### config.mk
export PLATFORM = sky130hd
export DESIGN_NAME = mips_mem_arbiter
export DESIGN_NICKNAME = d
export VERILOG_FILES = /design/src/rtl/mips_mem_pkg.sv /design/src/rtl/mips_arb_pick.sv /design/src/rtl/mips_mem_arbiter.sv
export SDC_FILE = /design/constraint.sdc
export NUM_CORES = 1
export LEC_CHECK = 0
export CAP_MARGIN = 20
export CORE_UTILIZATION = 39
export DETAILED_ROUTE_END_ITERATION = 10
export PLACE_DENSITY = 0.8
export RECOVER_POWER = 25
export REMOVE_ABC_BUFFERS = 1
export SYNTH_ARGS = -nofsm -noshare
export SYNTH_HDL_FRONTEND = slang
export SYNTH_HIERARCHICAL = 1
export SYNTH_SLANG_ARGS = --single-unit
### constraint.sdc
create_clock -name clk1 -period 1.9 [get_ports clk1]
set_input_delay 0.19 -clock clk1 [delete_from_list [all_inputs] [get_ports clk1]]
set_output_delay 0.19 -clock clk1 [all_outputs]
set_load 0.03 [all_outputs]
### src/rtl/mips_mem_pkg.sv
`default_nettype none
// ============================================================================
// Module   : mips_mem_pkg
// Brief    : Shared types and default widths for the MIPS32 memory arbiter.
// Revision : 1.0 - initial release
// ============================================================================
package mips_mem_pkg;

  localparam int c_DEFAULT_AW = 10;
  localparam int c_DEFAULT_DW = 32;

  typedef enum logic [1:0] {
    REQ_NONE = 2'd0,
    REQ_LD   = 2'd1,
    REQ_DAT  = 2'd2,
    REQ_IF   = 2'd3
  } req_id_e;

  typedef enum logic [1:0] {
    IDLE  = 2'd0,
    ISSUE = 2'd1,
    WAIT  = 2'd2,
    DONE  = 2'd3
  } arb_state_e;

endpackage
`default_nettype wire

### src/rtl/mips_arb_pick.sv
`default_nettype none
// ============================================================================
// Module   : mips_arb_pick
// Brief    : Combinational winner selection: loader > data > fetch, with fetch
//            promoted above data while the starve flag is raised.
// Revision : 1.0 - initial release
// ============================================================================
module mips_arb_pick
  import mips_mem_pkg::*;
(
  input  logic       ld_req,
  input  logic       dat_req,
  input  logic       if_req,
  input  logic       starve,
  output logic [1:0] winner
);

  always_comb begin
    winner = REQ_NONE;
    if (ld_req)
      winner = REQ_LD;
    else if (starve && if_req)
      winner = REQ_IF;
    else if (dat_req)
      winner = REQ_DAT;
    else if (if_req)
      winner = REQ_IF;
  end

endmodule
`default_nettype wire

### src/rtl/mips_mem_arbiter.sv
`default_nettype none
// ============================================================================
// Module   : mips_mem_arbiter
// Brief    : Single-port memory arbiter for loader, data and fetch requesters.
//            Optional fetch starvation guard: define ARB_STARVE_GUARD_EN.
// Revision : 1.0 - initial release
// ============================================================================
module mips_mem_arbiter
  import mips_mem_pkg::*;
#(
  parameter int AW         = c_DEFAULT_AW,
  parameter int DW         = c_DEFAULT_DW,
  parameter int MEM_LAT    = 2,
  parameter int STARVE_MAX = 3
) (
  input  logic          clk1,
  input  logic          rst_n,
  input  logic          ld_req,
  input  logic          dat_req,
  input  logic          if_req,
  input  logic          ld_we,
  input  logic          dat_we,
  input  logic [AW-1:0] ld_addr,
  input  logic [AW-1:0] dat_addr,
  input  logic [AW-1:0] if_addr,
  input  logic [DW-1:0] ld_wdata,
  input  logic [DW-1:0] dat_wdata,
  output logic          ld_gnt,
  output logic          dat_gnt,
  output logic          if_gnt,
  output logic          ld_rvalid,
  output logic          dat_rvalid,
  output logic          if_rvalid,
  output logic [DW-1:0] rdata,
  output logic          busy,
  output logic          mem_en,
  output logic          mem_we,
  output logic [AW-1:0] mem_addr,
  output logic [DW-1:0] mem_wdata,
  input  logic [DW-1:0] mem_rdata
);

  localparam logic [2:0] c_LAT_LAST = 3'(MEM_LAT - 1);

  arb_state_e    r_state;
  arb_state_e    w_state_nxt;
  req_id_e       r_owner;
  req_id_e       w_owner_nxt;
  req_id_e       w_winner;
  logic [1:0]    w_pick;
  logic [2:0]    r_lat_cnt;
  logic [2:0]    w_lat_nxt;
  logic          w_capture;
  logic          w_starve;
  logic          w_sel_we;
  logic [AW-1:0] w_sel_addr;
  logic [DW-1:0] w_sel_wdata;

  logic          r_ld_gnt;
  logic          r_dat_gnt;
  logic          r_if_gnt;
  logic          r_ld_rvalid;
  logic          r_dat_rvalid;
  logic          r_if_rvalid;
  logic          r_busy;
  logic          r_mem_en;
  logic          r_mem_we;
  logic [AW-1:0] r_mem_addr;
  logic [DW-1:0] r_mem_wdata;
  logic [DW-1:0] r_rdata;

  mips_arb_pick u_pick (
    .ld_req  (ld_req),
    .dat_req (dat_req),
    .if_req  (if_req),
    .starve  (w_starve),
    .winner  (w_pick)
  );

  assign w_winner = req_id_e'(w_pick);

`ifdef ARB_STARVE_GUARD_EN
  localparam int c_SW = $clog2(STARVE_MAX + 1);

  logic [c_SW-1:0] r_starve_cnt;

  // Counts back-to-back data wins taken while fetch was also asking.
  always_ff @(posedge clk1) begin
    if (!rst_n) begin
      r_starve_cnt <= '0;
    end else if (w_capture) begin
      if (w_winner == REQ_IF) begin
        r_starve_cnt <= '0;
      end else if (w_winner == REQ_DAT) begin
        if (!if_req)
          r_starve_cnt <= '0;
        else if (!w_starve)
          r_starve_cnt <= r_starve_cnt + c_SW'(1);
      end
    end
  end

  assign w_starve = (r_starve_cnt >= c_SW'(STARVE_MAX));
`else
  assign w_starve = 1'b0 & (STARVE_MAX > 0);
`endif

  always_comb begin
    w_sel_we    = 1'b0;
    w_sel_addr  = if_addr;
    w_sel_wdata = '0;
    case (w_winner)
      REQ_LD: begin
        w_sel_we    = ld_we;
        w_sel_addr  = ld_addr;
        w_sel_wdata = ld_wdata;
      end
      REQ_DAT: begin
        w_sel_we    = dat_we;
        w_sel_addr  = dat_addr;
        w_sel_wdata = dat_wdata;
      end
      default: ;
    endcase
  end

  always_comb begin
    w_state_nxt = r_state;
    w_owner_nxt = r_owner;
    w_lat_nxt   = r_lat_cnt;
    w_capture   = 1'b0;
    case (r_state)
      IDLE: begin
        if (w_winner != REQ_NONE) begin
          w_state_nxt = ISSUE;
          w_owner_nxt = w_winner;
          w_capture   = 1'b1;
        end
      end
      ISSUE: begin
        w_lat_nxt   = '0;
        w_state_nxt = r_mem_we ? DONE : WAIT;
      end
      WAIT: begin
        if (r_lat_cnt == c_LAT_LAST)
          w_state_nxt = DONE;
        else
          w_lat_nxt = r_lat_cnt + 3'd1;
      end
      DONE: begin
        w_state_nxt = IDLE;
        w_owner_nxt = REQ_NONE;
      end
      default: w_state_nxt = IDLE;
    endcase
  end

  always_ff @(posedge clk1) begin
    if (!rst_n) begin
      r_state   <= IDLE;
      r_owner   <= REQ_NONE;
      r_lat_cnt <= '0;
    end else begin
      r_state   <= w_state_nxt;
      r_owner   <= w_owner_nxt;
      r_lat_cnt <= w_lat_nxt;
    end
  end

  // Outputs are registered from the next state so they line up with it.
  always_ff @(posedge clk1) begin
    if (!rst_n) begin
      r_ld_gnt     <= 1'b0;
      r_dat_gnt    <= 1'b0;
      r_if_gnt     <= 1'b0;
      r_ld_rvalid  <= 1'b0;
      r_dat_rvalid <= 1'b0;
      r_if_rvalid  <= 1'b0;
      r_busy       <= 1'b0;
      r_mem_en     <= 1'b0;
      r_mem_we     <= 1'b0;
      r_mem_addr   <= '0;
      r_mem_wdata  <= '0;
      r_rdata      <= '0;
    end else begin
      r_ld_gnt     <= (w_state_nxt == ISSUE) && (w_owner_nxt == REQ_LD);
      r_dat_gnt    <= (w_state_nxt == ISSUE) && (w_owner_nxt == REQ_DAT);
      r_if_gnt     <= (w_state_nxt == ISSUE) && (w_owner_nxt == REQ_IF);
      r_ld_rvalid  <= (w_state_nxt == DONE) && (w_owner_nxt == REQ_LD);
      r_dat_rvalid <= (w_state_nxt == DONE) && (w_owner_nxt == REQ_DAT);
      r_if_rvalid  <= (w_state_nxt == DONE) && (w_owner_nxt == REQ_IF);
      r_busy       <= (w_state_nxt != IDLE);
      r_mem_en     <= (w_state_nxt == ISSUE);
      if (w_capture) begin
        r_mem_we    <= w_sel_we;
        r_mem_addr  <= w_sel_addr;
        r_mem_wdata <= w_sel_wdata;
      end
      if ((r_state == WAIT) && (r_lat_cnt == c_LAT_LAST))
        r_rdata <= mem_rdata;
    end
  end

  assign ld_gnt     = r_ld_gnt;
  assign dat_gnt    = r_dat_gnt;
  assign if_gnt     = r_if_gnt;
  assign ld_rvalid  = r_ld_rvalid;
  assign dat_rvalid = r_dat_rvalid;
  assign if_rvalid  = r_if_rvalid;
  assign busy       = r_busy;
  assign mem_en     = r_mem_en;
  assign mem_we     = r_mem_we;
  assign mem_addr   = r_mem_addr;
  assign mem_wdata  = r_mem_wdata;
  assign rdata      = r_rdata;

endmodule
`default_nettype wire

* Word-level counts from Yosys, hierarchy flattened
Index checks and enable logic that the tools add are counted.
** Cells by class
- Eq/ne operators :: 12
- $add $sub $neg :: 1
- Reductions and logical operators :: 12
- Muxes and demuxes :: 16
** Operators with widths (count)
- $pmux W32 S2 :: 1
- $pmux W10 S2 :: 1
- $eq A2 B2 Y1 const B :: 6
- $mux W2 :: 6
- $eq A2 B1 Y1 const B :: 4
- $pmux W2 S4 :: 1
- $logic_and A1 B1 Y1 :: 7
- $pmux W3 S2 :: 1
- $reduce_bool A2 Y1 :: 3
- $pmux W2 S2 :: 1
- $add A3 B1 Y3 const B :: 1
- $eq A3 B1 Y1 const B :: 1
- $mux W1 :: 3
- $mux W3 :: 1
- $logic_not A2 Y1 :: 1
- $ne A2 B2 Y1 const B :: 1
- $pmux W1 S2 :: 1
- $reduce_and A2 Y1 :: 1
** Word-level totals
- Logic and storage cells :: 56
- Input bits :: 133
- Output and inout bits :: 83
- Register bits :: 90

* Depth between registers and ports, before layout
- Depth in word-level cells :: 8
- Gate-level depth with buffers :: 9
- Mapped depth without buffers :: 7

* By module
The synthesis kept the hierarchy.
** By module, submodules not included
- mips_mem_arbiter :: sequential area each 1801.7 um^2, cells an instance 427, instances 1, area an instance 3955.0 um^2
- mips_arb_pick :: sequential area each 0.0 um^2, cells an instance 4, instances 1, area an instance 21.3 um^2

* Worst setup path after synthesis
OpenSTA, ideal clock, no wires.
- Path kind :: register to register
- From :: register r_state[0]
- To :: register r_ld_gnt (netlist: ld_gnt)
- Arrival :: 1.456 ns
- Cell stages (with the launch flop) :: 7
- Path buffers :: 1
- Required time :: 1.820 ns
- Clock period less this slack :: 1.536 ns
- Slack :: 0.364 ns
- Cell sequence :: dfxtp_1 > inv_1 > ha_1 > buf_6 > and4bb_1 > a211oi_4 > nor3b_1
** Between the ends
- Cells in the longest elaborated chain, start to end :: 4
- Elaborated cells on any way between the ends :: 11
** RTL lines
- from (decl) :: line mips_mem_arbiter.sv:45 : arb_state_e r_state;
- from (signal assigned) :: line mips_mem_arbiter.sv:164 : r_state <= w_state_nxt;
- $eq A2 B2 Y1, or another cell as far along :: line mips_mem_arbiter.sv:132 : case (r_state)
- $pmux W2 S4 (*) :: line mips_mem_arbiter.sv:132
- net w_state_nxt[1] :: line mips_mem_arbiter.sv:46 : arb_state_e w_state_nxt;
- $eq A2 B1 Y1 (*) :: line mips_mem_arbiter.sv:186 : r_ld_gnt <= (w_state_nxt == ISSUE) && (w_owner_nxt == REQ_LD);
- $logic_and A1 B1 Y1 (*) :: line mips_mem_arbiter.sv:186
- to (signal assigned) :: line mips_mem_arbiter.sv:186
- to (decl) :: line mips_mem_arbiter.sv:59 : logic r_ld_gnt;
The timed path passes the listed nets; every way through them passes the cells marked *.
A chain may end at the register's enable or synchronous reset.

* Final worst setup path
- From :: input dat_req
- To :: register r_ld_rvalid (netlist: ld_rvalid)
** Between the ends
- Cells in the longest elaborated chain, start to end :: 7
- Elaborated cells on any way between the ends :: 10
** RTL lines
- from (decl) :: line mips_mem_arbiter.sv:19 : input logic dat_req,
- $mux W2 (*) :: line mips_arb_pick.sv:24 : else if (dat_req)
- $mux W2 (*) :: line mips_arb_pick.sv:20 : if (ld_req)
- net w_pick[0] :: line mips_mem_arbiter.sv:50 : logic [1:0] w_pick;
- $reduce_bool A2 Y1 :: line mips_mem_arbiter.sv:134 : if (w_winner != REQ_NONE) begin
- $mux W2 :: line mips_mem_arbiter.sv:134
- $pmux W2 S4 or $pmux W2 S2 (tied branches) :: line mips_mem_arbiter.sv:132
- $eq A2 B2 Y1 or $eq A2 B1 Y1 (tied branches) :: line mips_mem_arbiter.sv:189 : r_ld_rvalid <= (w_state_nxt == DONE) && (w_owner_nxt == REQ_LD);
- $logic_and A1 B1 Y1 (*) :: line mips_mem_arbiter.sv:189
- to (signal assigned) :: line mips_mem_arbiter.sv:189
- to (decl) :: line mips_mem_arbiter.sv:62 : logic r_ld_rvalid;
Marked as above.

==> flow_summary.json <==
{
  "min_from": "rst_n",
  "die_h_um": 103,
  "cp-end-kind": "register",
  "power_density_nw_per_um2": 837,
  "final.period_utilization": 0.929,
  "synth-edff-count": 0,
  "clock_sinks": 90,
  "num_rows": 36,
  "worstPathArrival_ns": 2.04,
  "reg2reg_from": "r_state[0]",
  "postRouteAntennaNets": 0,
  "fmax_mhz": 567,
  "placed_area_um2": 6290,
  "ys_types": 35,
  "crit_start": "dat_req",
  "finalNetCount": 777,
  "setup_violations": 0,
  "fin_skew_ns": 0.00943,
  "root_buffer": "clkbuf_8",
  "port-buffer-count": 215,
  "core_area_um2": 9820,
  "drt_iter0_markers": 125,
  "clkPwrFrac": 0.207,
  "stdcell_count": 772,
  "synth_area_um2": 3980,
  "antenna_found_initial": 0,
  "start_kind": "input port",
  "required_ns": 2.17,
  "pwr-share-comb": 0.393,
  "whs_path_depth": 2,
  "routedWlPerCell_um": 15.5,
  "cts_hold_buffers": 0,
  "status": "finished, final reports clean",
  "drt_first_pass_iters": 4,
  "fill_cells": 810,
  "dieArea_um2": 10600,
  "clk_transition_reported_paths_ns": 0.08,
  "track_usage": 0.218,
  "tritoncts": "built",
  "p_int_mw": 3.53,
  "grt_max_degree": 45,
  "fin_crit_ns": 1.76,
  "clock_latency_ns": 0.35,
  "grt_first_pass_wirelength_um": 17800,
  "irDropWorstVdd_uv": 472,
  "crit_type": "input port to register",
  "ys_seq_area_frac": 0.453,
  "start_util": 0.405,
  "sw_frac_of_total": 0.346,
  "antenna_cells": 0,
  "hpwlAfterDp_um": 9120,
  "rrSetupSlack_ns": 0.16,
  "fin_util": 0.657,
  "overflow": 0,
  "clk_path_buf_depth": 2,
  "h-tree-depth": 3,
  "setup_tns_ns": 0,
  "crit_path_max_fanout": 7,
  "dp_cells": 758,
  "min_to": "r_state[0]",
  "r2r_end": "ld_rvalid",
  "slew_violations": 0,
  "synth_ff_type": "dfxtp_1",
  "cap_violations": 0,
  "numCtsBuffers": 9,
  "io_pins": 216,
  "syn_area_per_cell_um2": 9.23,
  "fin_area_um2": 6460,
  "p_leak_nw": 2.48,
  "layout_commonest_cell": "clkdlybuf4s50_1",
  "gp_congestion": 0.774,
  "chipWidth_um": 103,
  "async_flop_share": 0,
  "drive_above_1_share": 0.0548,
  "final_cell_mix": "clkdlybuf4s50_1 (172), dfxtp_1 (90), nand2_1 (75)",
  "vias_per_cell": 5.06,
  "yosysWarnings": 6,
  "finalHoldViolations": 0,
  "hold_path.class": "input port to register",
  "vias": 3905,
  "drc": 0,
  "grt_pass1_vias": 3676,
  "synth-seq-cells": 90,
  "r2r_cells": 5,
  "area_delta_synth_final_pct": 62.4,
  "finalWirelength_um": 12000,
  "rsz0062_at_grt": "no",
  "pwr-share-seq": 0.400,
  "p_switching_mw": 1.87,
  "power_mw": 5.40,
  "synth_cells": 431
}
[metal layers]
metal  part of all wire  track usage  wire, um  up-vias
met5                  0            0         0        -
met4              0.029        0.111       344        0
met3              0.041       0.0366       493       27
met2               0.53        0.387      6360      112
met1               0.40        0.252      4780     1839
li1                   -            -         -     1927
[stage by stage]
| stage | worst slack (ns) | hold WS (ns) |
|---|---|---|
| detailed placement | -0.221 | 0.447 |
| CTS | 0.137 | 0.118 |
| global placement | -0.0917 | 0.440 |
| floorplan | -0.430 | 0.318 |
| global route | 0.0142 | 0.134 |
| finish | 0.136 | 0.139 |
[synthesized netlist by cell type (2+ instances only)]
cell	count	area, um2
a211o_1	10	87.6
a21boi_0	36	270
a21boi_1	10	75.1
a22o_1	33	289
a22oi_1	43	323
and3b_1	2	17.5
buf_2	15	75.1
buf_4	4	30.0
buf_6	2	22.5
clkbuf_1	18	67.6
dfxtp_1	90	1800
ha_1	8	100
inv_1	8	30.0
nand2_1	75	282
nand2b_1	2	12.5
nand3b_1	2	15.0
nand4b_1	2	17.5
nor2_1	12	45.0
nor2b_1	36	225
nor3_1	2	10.0
nor3b_1	4	30.0
o21ai_0	4	20.0
[sequential cells by signal, summed over array words and instances, names as in the netlist]
register	cells
mem_wdata	32
rdata	32
mem_addr	10
r_lat_cnt	3
r_owner	2
r_state	2
busy	1
dat_gnt	1
dat_rvalid	1
if_gnt	1
if_rvalid	1
ld_gnt	1
ld_rvalid	1
mem_en	1
mem_we	1
[final cells by class]
class | count | area (um2) | area share
Multi-Input combinational cell | 294 | 1960 | 0.303
Tap cell | 133 | 166 | 0.0258
Inverter | 8 | 30.0 | 0.00465
Sequential cell | 90 | 1800 | 0.279
Timing Repair Buffer | 233 | 2340 | 0.363
Clock buffer | 11 | 141 | 0.0219
Clock inverter | 3 | 17.5 | 0.00271
[power groups by stage]
stage | Clock, mW | Combinational (mW) | Sequential (mW)
after floorplan | 0 | 0.828 | 2.52
final | 1.12 | 2.12 | 2.16
after global placement | 0 | 2.09 | 2.20
after detailed placement | 0 | 2.16 | 2.21
after CTS | 1.16 | 2.16 | 2.17
after global routing | 1.22 | 2.27 | 2.19
[what timing repair did]
action | 4_1_cts | 5_1_grt
setup buffers | 0 | 0
endpoints found under the setup margin | 0 | 1
gates resized for setup | 0 | 1
[how the worst max path moves through the flow]
| stage | to | slack, ns | depth (start not counted) |
|---|---|---|---|
| after floorplan | dat_gnt | -0.43 | 7 |
| after global placement | ld_gnt | -0.09 | 8 |
| after detailed placement | ld_rvalid | -0.22 | 8 |
| after CTS | ld_rvalid | 0.14 | 8 |
| after global routing | ld_gnt | 0.01 | 8 |
| final | ld_rvalid | 0.14 | 8 |
[logic make-up (layout without fill, tap and decap cells)]
kind of cell               after synthesis  after routing  synth area share
adders and majority gates                8              8            0.0252
AOI/OAI and AO/OA                      144            144             0.291
and+or+nand+nor                        141            141             0.173
buffers and inverters                   47            255            0.0566
DFF                                     90             90             0.453
other                                    1              1          0.000943
[critical path, cell delays in order]
cell	delay, ns
clkdlybuf4s50_1	0.49
nand2b_1	0.07
a21o_1	0.20
inv_1	0.10
ha_1	0.23
and4bb_1	0.24
a211oi_4	0.29
nor3b_1	0.22
Note: power is estimated with default switching activity, not from simulation.
